## config.mk

```make
export PLATFORM = sky130hd
export DESIGN_NAME = iter_div_flat
export DESIGN_NICKNAME = d
export VERILOG_FILES = /design/src/rtl/iter_div_pkg.sv /design/src/rtl/iter_div_if.sv /design/src/rtl/iter_div_lzc.sv /design/src/rtl/iter_div.sv /design/src/flat_wrapper.sv
export SDC_FILE = /design/constraint.sdc
export NUM_CORES = 1
export LEC_CHECK = 0
export CORE_ASPECT_RATIO = 0.9
export CORE_MARGIN = 2
export CORE_UTILIZATION = 40
export DETAILED_ROUTE_END_ITERATION = 8
export PLACE_DENSITY = 0.57
export SLEW_MARGIN = 10
export SYNTH_ARGS = -nofsm -noshare
export SYNTH_HDL_FRONTEND = slang
export SYNTH_SLANG_ARGS = --single-unit
```

## constraint.sdc

```tcl
create_clock -name clk -period 15.2 [get_ports clk]
set_input_delay 4.56 -clock clk [delete_from_list [all_inputs] [get_ports clk]]
set_output_delay 4.56 -clock clk [all_outputs]
set_load 0.005 [all_outputs]
```

## src/rtl/iter_div_pkg.sv

```systemverilog
// iter_div_pkg: FSM state encodings and divide-by-zero result constants shared by the iterative divider.
package iter_div_pkg;
   typedef enum logic [1:0] {
      IDLE   = 2'd0,
      BYZERO = 2'd1,
      ON     = 2'd2,
      END    = 2'd3
   } state_t;
   localparam logic        DZ_FLAG      = 1'b1;
   localparam logic [63:0] DZ_QUOTIENT  = 64'd0;
   localparam logic [63:0] DZ_REMAINDER = 64'd0;
endpackage

```

## src/rtl/iter_div_if.sv

```systemverilog
// iter_div_if: request/result bundle between the pipeline and the iterative divider.
interface iter_div_if #(parameter int WIDTH = 32);
   logic             start_i;
   logic             annul_i;
   logic             signed_i;
   logic [WIDTH-1:0] dividend_i;
   logic [WIDTH-1:0] divisor_i;
   logic             busy_o;
   logic             ready_o;
   logic [WIDTH-1:0] quotient_o;
   logic [WIDTH-1:0] remainder_o;
   logic             div_zero_o;
   modport master (
      output start_i, annul_i, signed_i, dividend_i, divisor_i,
      input  busy_o, ready_o, quotient_o, remainder_o, div_zero_o
   );
   modport slave (
      input  start_i, annul_i, signed_i, dividend_i, divisor_i,
      output busy_o, ready_o, quotient_o, remainder_o, div_zero_o
   );
endinterface

```

## src/rtl/iter_div_lzc.sv

```systemverilog
// lzc: leading-zero counter; an all-zero input reports WIDTH.
module lzc #(parameter int WIDTH = 32) (
   input  logic [WIDTH-1:0]         a,
   output logic [$clog2(WIDTH):0]   lz
);
   always_comb begin
      lz = ($clog2(WIDTH)+1)'(WIDTH);
      for (int i = 0; i < WIDTH; i++)
         if (a[i]) lz = ($clog2(WIDTH)+1)'(WIDTH - 1 - i);
   end
endmodule

```

## src/rtl/iter_div.sv

```systemverilog
// iter_div: restoring shift-subtract divider, one quotient bit per cycle, signed/unsigned, annul and div-by-zero.
// Define ITER_DIV_EARLY_TERM_EN to skip the dividend's leading zeros and shorten the ON phase.
module iter_div
   import iter_div_pkg::*;
#(
   parameter int WIDTH = 32
) (
   input logic     clk,
   input logic     clr,
   iter_div_if.slave bus
);
   localparam int             CW       = $clog2(WIDTH) + 1;
   localparam logic [CW-1:0]  LAST_MAX = CW'(WIDTH - 1);

   state_t           state, state_nx;
   logic             go, a_neg, b_neg, load, busy, ready;
   logic             neg_q, neg_r, dz_q;
   logic [WIDTH-1:0] mag_a, mag_b, acc_ld, rem_nx, acc_nx;
   logic [WIDTH-1:0] rem_q, acc_q, dvs_q, quo_q, res_r_q;
   logic [WIDTH:0]   rem_sh, diff;
   logic [CW-1:0]    cnt_q, last_q, last_ld;

   assign go    = bus.start_i & ~bus.annul_i;
   assign a_neg = bus.signed_i & bus.dividend_i[WIDTH-1];
   assign b_neg = bus.signed_i & bus.divisor_i[WIDTH-1];
   assign mag_a = a_neg ? -bus.dividend_i : bus.dividend_i;
   assign mag_b = b_neg ? -bus.divisor_i : bus.divisor_i;

`ifdef ITER_DIV_EARLY_TERM_EN
   logic [CW-1:0] lz;
   lzc #(.WIDTH(WIDTH)) u_lzc (.a(mag_a), .lz(lz));
   // Leading zeros never produce quotient bits, so shift them out before iterating.
   assign acc_ld  = mag_a << lz;
   assign last_ld = (lz == CW'(WIDTH)) ? '0 : LAST_MAX - lz;
`else
   assign acc_ld  = mag_a;
   assign last_ld = LAST_MAX;
`endif

   assign rem_sh = {rem_q, acc_q[WIDTH-1]};
   assign diff   = rem_sh - {1'b0, dvs_q};
   assign rem_nx = diff[WIDTH] ? rem_sh[WIDTH-1:0] : diff[WIDTH-1:0];
   assign acc_nx = {acc_q[WIDTH-2:0], ~diff[WIDTH]};

   always_ff @(posedge clk or negedge clr)
      if (!clr) state <= IDLE;
      else      state <= state_nx;

   always_comb begin
      state_nx = state;
      busy     = 1'b0;
      ready    = 1'b0;
      load     = 1'b0;
      case (state)
         IDLE:    state_nx = go ? ((bus.divisor_i == '0) ? BYZERO : ON) : IDLE;
         BYZERO:  state_nx = bus.annul_i ? IDLE : END;
         ON:      state_nx = bus.annul_i ? IDLE : ((cnt_q == last_q) ? END : ON);
         default: state_nx = IDLE;
      endcase
      busy  = clr & (((state == IDLE) & go) | (state == BYZERO) | (state == ON));
      ready = state == END;
      load  = (state != END) & (state_nx == END);
   end

   always_ff @(posedge clk or negedge clr)
      if (!clr) begin
         rem_q   <= '0;
         acc_q   <= '0;
         dvs_q   <= '0;
         cnt_q   <= '0;
         last_q  <= '0;
         neg_q   <= 1'b0;
         neg_r   <= 1'b0;
         quo_q   <= '0;
         res_r_q <= '0;
         dz_q    <= 1'b0;
      end else begin
         if (state == IDLE && go) begin
            rem_q  <= '0;
            acc_q  <= acc_ld;
            dvs_q  <= mag_b;
            cnt_q  <= '0;
            last_q <= last_ld;
            neg_q  <= a_neg ^ b_neg;
            neg_r  <= a_neg;
         end
         if (state == ON) begin
            rem_q <= rem_nx;
            acc_q <= acc_nx;
            cnt_q <= cnt_q + 1'b1;
         end
         if (load) begin
            quo_q   <= (state == BYZERO) ? DZ_QUOTIENT[WIDTH-1:0] : (neg_q ? -acc_nx : acc_nx);
            res_r_q <= (state == BYZERO) ? DZ_REMAINDER[WIDTH-1:0] : (neg_r ? -rem_nx : rem_nx);
            dz_q    <= (state == BYZERO) ? DZ_FLAG : 1'b0;
         end
      end

   assign bus.busy_o      = busy;
   assign bus.ready_o     = ready;
   assign bus.quotient_o  = quo_q;
   assign bus.remainder_o = res_r_q;
   assign bus.div_zero_o  = dz_q;
endmodule

```

## src/flat_wrapper.sv

```systemverilog
// flat-port wrapper written by rule: the top's interface ports become plain ports
module iter_div_flat import iter_div_pkg::*;
#(
   parameter int WIDTH = 32
)
  (clk, clr, bus_start_i, bus_annul_i, bus_signed_i, bus_dividend_i, bus_divisor_i, bus_busy_o, bus_ready_o, bus_quotient_o, bus_remainder_o, bus_div_zero_o);
  iter_div_if #(.WIDTH(WIDTH)) bus_i ();
  input logic clk;
  input logic clr;
  input wire logic [$bits(bus_i.start_i)-1:0] bus_start_i;
  input wire logic [$bits(bus_i.annul_i)-1:0] bus_annul_i;
  input wire logic [$bits(bus_i.signed_i)-1:0] bus_signed_i;
  input wire logic [$bits(bus_i.dividend_i)-1:0] bus_dividend_i;
  input wire logic [$bits(bus_i.divisor_i)-1:0] bus_divisor_i;
  output wire logic [$bits(bus_i.busy_o)-1:0] bus_busy_o;
  output wire logic [$bits(bus_i.ready_o)-1:0] bus_ready_o;
  output wire logic [$bits(bus_i.quotient_o)-1:0] bus_quotient_o;
  output wire logic [$bits(bus_i.remainder_o)-1:0] bus_remainder_o;
  output wire logic [$bits(bus_i.div_zero_o)-1:0] bus_div_zero_o;
  assign bus_i.start_i = bus_start_i;
  assign bus_i.annul_i = bus_annul_i;
  assign bus_i.signed_i = bus_signed_i;
  assign bus_i.dividend_i = bus_dividend_i;
  assign bus_i.divisor_i = bus_divisor_i;
  assign bus_busy_o = bus_i.busy_o;
  assign bus_ready_o = bus_i.ready_o;
  assign bus_quotient_o = bus_i.quotient_o;
  assign bus_remainder_o = bus_i.remainder_o;
  assign bus_div_zero_o = bus_i.div_zero_o;
  iter_div #(.WIDTH(WIDTH)) u_core (.clk(clk), .clr(clr), .bus(bus_i));
endmodule
```

## After elaboration in Yosys (flattened, before gate mapping)

Index checks and enable logic that the tools add are counted.

| operators by class | value |
|---|---|
| reductions and logical operators | 4 |
| bitwise operators | 11 |
| equal/unequal tests | 6 |
| muxes and demuxes | 20 |
| $add $sub $neg | 6 |

Operators with widths:

| operator | number |
|---|---|
| $mux 32 | 11 |
| $neg 32->32 | 4 |
| $sub 33x32->33 | 1 |
| $logic_not 32->1 | 1 |
| $mux 6 | 2 |
| $mux 2 | 4 |
| $add 6x1->6 const B | 1 |
| $and 1x1->1 | 6 |
| $eq 2x2->1 const B | 3 |
| $eq 6x5->1 | 1 |
| $pmux 2 s3 | 1 |
| $eq 2x1->1 const B | 1 |
| $logic_not 2->1 | 1 |
| $mux 1 | 2 |
| $ne 2x2->1 const B | 1 |
| $not 1->1 | 2 |
| $or 1x1->1 | 2 |
| $reduce_bool 2->1 | 1 |
| $logic_and 1x1->1 | 1 |
| $xor 1x1->1 | 1 |

| storage, ports and cells | value |
|---|---|
| word-level logic and storage cells | 58 |
| bits of input ports | 69 |
| register bits | 172 |
| output and inout port bits | 67 |

## Logic depth before layout (Yosys ltp)

| logic depth | value |
|---|---|
| depth in word-level cells | 6 |
| mapped depth | 22 |
| depth with buffers taken out | 20 |

## Worst setup path after synthesis

No wires, ideal clock.

| path | value |
|---|---|
| kind | in2out |
| start | input bus_annul_i |
| end | output bus_busy_o |
| data arrival time | 5.303 ns |
| required time | 10.640 ns |
| buffers on the path | 1 |
| setup slack | 5.337 ns |
| cell stages on the path | 3 |
| cells stage by stage | nor4b_1 > clkbuf_1 > o31a_1 |

| on the way | value |
|---|---|
| cells in the longest elaborated chain, start to end | 6 |

Ends and longest elaborated chain:

| what | line | RTL |
|---|---|---|
| start, declared | flat_wrapper.sv:11 | `input wire logic [$bits(bus_i.annul_i)-1:0] bus_annul_i;` |
| $not 1->1 | iter_div.sv:23 | `assign go = bus.start_i & ~bus.annul_i;` |
| $and 1x1->1 | iter_div.sv:23 |  |
| $and 1x1->1 | iter_div.sv:60 | `busy = clr & (((state == IDLE) & go) \| (state == BYZERO) \| (state == ON));` |
| $or 1x1->1 (2 in series) | iter_div.sv:60 |  |
| $and 1x1->1 | iter_div.sv:60 |  |
| end, declared | flat_wrapper.sv:15 | `output wire logic [$bits(bus_i.busy_o)-1:0] bus_busy_o;` |

No other way between the ends.

## Final worst setup path

Ends and elaborated chain as after synthesis.

==> impl_results.md <==
- Instance count of the mapped netlist: 1461
- YS warnings: 0
- I/O pin cnt: 136
- Sum of overflow across all layers after global routing: 0
- Startpoint of the lowest-slack register-to-register path: u_core.acc_q[31]$_DFFE_PN0P_
- Insertion delay to the later sink of the worst-skew pair: roughly 0.44 ns
- Async set-or-reset flop fraction in the synthesized netlist: between 90% and 100%
- Number of cell instances on the worst register-to-register path: 19
- R2R Path End: u_core.bus.remainder_o[26]$_DFFE_PN0P_
- Register share of total power: ~27%
- Share of the yosys chip area belonging to registers: a little over a third
- Shortest period the worst path allows: roughly 11 ns
- Clock network fraction of design power: around 16%
- Core area: ~30000 µm²
- Core Rows: 60
- Fraction of the mapped netlist area in compound gates: about a quarter
- Synth Net Count: ~1600
- Post-detailed-route count of antenna-violating nets: 0
- Summed negative setup slack over all endpoints: 0 ns
- Arrival time of data at the critical path endpoint: approximately 6.3 ns
- Fraction of the core area covered by cells at the end of the flow: 47.9%
- Die Footprint: roughly 32000 µm²
- Multiplexer area fraction after synthesis: under 10%
- Post-cts sizing count: 0
- Largest cells by area after synthesis: dfrtp_1, o21ai_0, nand2_1
- Clock tree from TritonCTS: built
- Ant diodes: 0
- Port buffer count: ~140
- Global-route usage over all layers: 23.1%
- Wire length of the first global-routing pass: ~58 mm
- Number of failing setup endpoints in the final timing report: 0
- Net switching power: approximately 1.3 mW
- Area share of the largest cell type after synthesis: 35.7%
- Startpoint class of the critical path: input pin
- Post-CTS Setup Repair Bufs: 0
- Run status: complete, no violations
- Crit path required time: 10.64 ns
- Peak supply drop: 0.133 mV
- Worst-path maximum fanout: 11
- Dominant combinational cell family by area after synthesis: compound AO/OA/AOI/OAI gates
- Simple-Gate Fraction of Synth Area: a little over 20%
- Worst Clk Skew: ~0.014 ns
- HPWL after DPL: approximately 27 mm
- TritonCTS sink count: approximately 170
- Synth unique cells: 88
- Commonest register cell after synthesis: dfrtp_1
- Worst hold path class: flip-flop to flip-flop
- Internal power: about 1.4 mW
- Buffer depth of the longest clock path: 2
- Adder and majority gate portion of the synthesized area: 4.01%
- Placer Congestion: between 0.9 and 1
- Count of pins over their slew limit: 0
- Combinational Power Share: between 50% and 60%
- Seq cells post-synth: ~170
- Power per Cell Area: about 190 nW/µm²
- Number of search-and-repair iterations in the first detailed-routing pass: 5
- Number of synthesized flops with an enable pin: 0
- Count of vias placed by the detailed router: approximately 11000
- Flop2flop setup slack: between 9 and 10 ns
- Critical path capture point: bus_busy_o
- Overall die height: 169 µm
- Layout cells sized above 1: 5.12%
- Maximum clock frequency: 92.2 MHz
- Crit path capture type: output port
- Signed area change from the synthesized netlist to the final layout: 18.5%
- Hold Violations, Final: 0
- Width of the die: roughly 190 µm
- Post-synth design cell area: around 12000 µm²
- Num CTS Buffers: 17
- Unrepaired setup endpoints after global routing: no
- Worst hold-check slack: 0.479 ns
- Detailed router's first-iteration violation count: about 1000
- Largest net degree at the start of global routing: 83
- Worst Setup Path Type: input pin to output port
- Via count of the first global-routing pass: between 10000 and 15000
- Avg Inst Size Synth: roughly 8.2 µm²
- CTS Root Buffer Type: clkbuf_16
- XOR/XNOR Fraction of Synth Area: 9.59%
- Dominant cell type by area after synthesis: dfrtp_1
- Worst hold stages: 2
- Crit. Startpoint: bus_annul_i
- Period utilization: a little under three quarters
- Leak Pwr: 5.92 nW
- Max-Slew Margin vs Limit: roughly 28%
- Max-capacitance violation count: 0
- H-tree levels: 4
- DR WL/cell: approximately 18 µm
- Worst-margin pin slew: 1.07 ns
- Switching fraction of total power: about 48%
- Vias per Instance: approximately 5.7
- Number of nets in the final layout: roughly 1700
- DRC violation count after routing: 0
- Total routed wirelength: ~36 mm
- Starting utilization of the core area: 40.4%
- Clock input transition at the sequential cells of the worst setup and hold paths: about 0.060 ns
- Initial antenna violation count: 0
- Number of hold buffers added after cts: 0
stage by stage:
step                cell area, µm²  instances  power (mW)  setup slack (ns)
CTS                          14300       1964        2.69              4.33
global placement             13700       1933        2.22              4.34
global route                 14300       1964        2.90              4.27
detailed placement           13700       1933        2.24              4.34
finish                       14300       1964        2.69              4.35
floorplan                    12100       1461        1.77              5.34
area by class of cell:
class	count	area [µm²]
well taps	403	504
fillers	2900	15500
repair buffers	147	1440
flip-flops and latches	172	4300
clock inverters	14	150
clock buffers	17	425
inverters	50	188
multi-input cells	1161	7270
Yosys cell counts, types with 21 or more instances:
master,instances
a22oi_1,32
ha_1,37
or3_1,21
o21ai_1,24
nor3_1,34
xnor2_1,59
nand2_1,189
inv_1,49
xor2_1,73
nor2_1,88
mux2i_1,21
o21ai_0,187
dfrtp_1,172
nand3_1,67
a21oi_1,73
clkbuf_1,60
o31ai_1,27
worst min-delay path by stage:
| stage | end | start | slack, ns |
|---|---|---|---|
| 6_report | u_core.bus.remainder_o[12]$_DFFE_PN0P_ | u_core.bus.remainder_o[12]$_DFFE_PN0P_ | 0.48 |
| 5_1_grt | u_core.dvs_q[24]$_DFFE_PN0P_ | u_core.dvs_q[24]$_DFFE_PN0P_ | 0.51 |
| 4_1_cts | u_core.bus.remainder_o[12]$_DFFE_PN0P_ | u_core.bus.remainder_o[12]$_DFFE_PN0P_ | 0.48 |
| 3_5_place_dp | u_core.bus.remainder_o[18]$_DFFE_PN0P_ | u_core.bus.remainder_o[18]$_DFFE_PN0P_ | 0.47 |
| 3_3_place_gp | u_core.bus.quotient_o[4]$_DFFE_PN0P_ | u_core.bus.quotient_o[4]$_DFFE_PN0P_ | 0.46 |
| 2_1_floorplan | u_core.dvs_q[10]$_DFFE_PN0P_ | u_core.dvs_q[10]$_DFFE_PN0P_ | 0.45 |
metal layers:
metal | share of wire (%) | vias to the layer above | track usage, %
met1 | 49 | 5320 | 33.6
met4 | 2.0 | 0 | 6.38
li1 | - | 5469 | -
met3 | 5.0 | 48 | 2.92
met2 | 44 | 341 | 36.1
met5 | 0 | - | 0
layout by cell type (no fill, tap or decap), types with 21 or more instances in the layout:
cell             netlist  routed
dfrtp_1              172     172
nor2_1                88      86
o21ai_0              187     187
o21ai_1               24      24
xnor2_1               59      59
inv_1                 49      49
mux2i_1               21      21
xor2_1                73      73
o31ai_1               27      27
nand2_1              189     189
a21oi_1               73      73
ha_1                  37      37
clkdlybuf4s50_1        0     134
or3_1                 21      21
a22oi_1               32      32
nor3_1                34      34
nand3_1               67      67
cells by family (layout without fill, tap and decap cells):
family	count (synthesis)	count (layout)
AND/OR/NAND/NOR	511	511
AO/OA/AOI/OAI	458	458
flip-flops	172	172
XOR/XNOR	132	132
buffers and inverters	128	228
adder cells (fa/ha/maj)	38	38
multiplexers	22	22
flip-flops by register name (all words and copies together) (netlist names):
name                    cells
u_core.cnt_q                6
u_core.bus.quotient_o      32
u_core.acc_q               32
u_core.bus.remainder_o     32
u_core.neg_r                1
u_core.last_q               1
u_core.dvs_q               32
u_core.bus.div_zero_o       1
u_core.neg_q                1
u_core.state                2
u_core.rem_q               32
power groups by stage:
stage / registers [mW] / logic [mW] / clock network (mW)
2_1_floorplan: 0.683 / 1.09 / 0
3_3_place_gp: 0.729 / 1.49 / 0
3_5_place_dp: 0.731 / 1.51 / 0
4_1_cts: 0.723 / 1.52 / 0.445
5_1_grt: 0.742 / 1.70 / 0.463
6_report: 0.724 / 1.53 / 0.438
worst max-delay path, cell delays in order:
cell and delay, ns:
clkdlybuf4s50_1 0.54, nor4b_2 0.27, buf_4 0.27, o31a_1 0.15
clkdlybuf4s50_1 0.50
(Power assumes the default switching activity.)
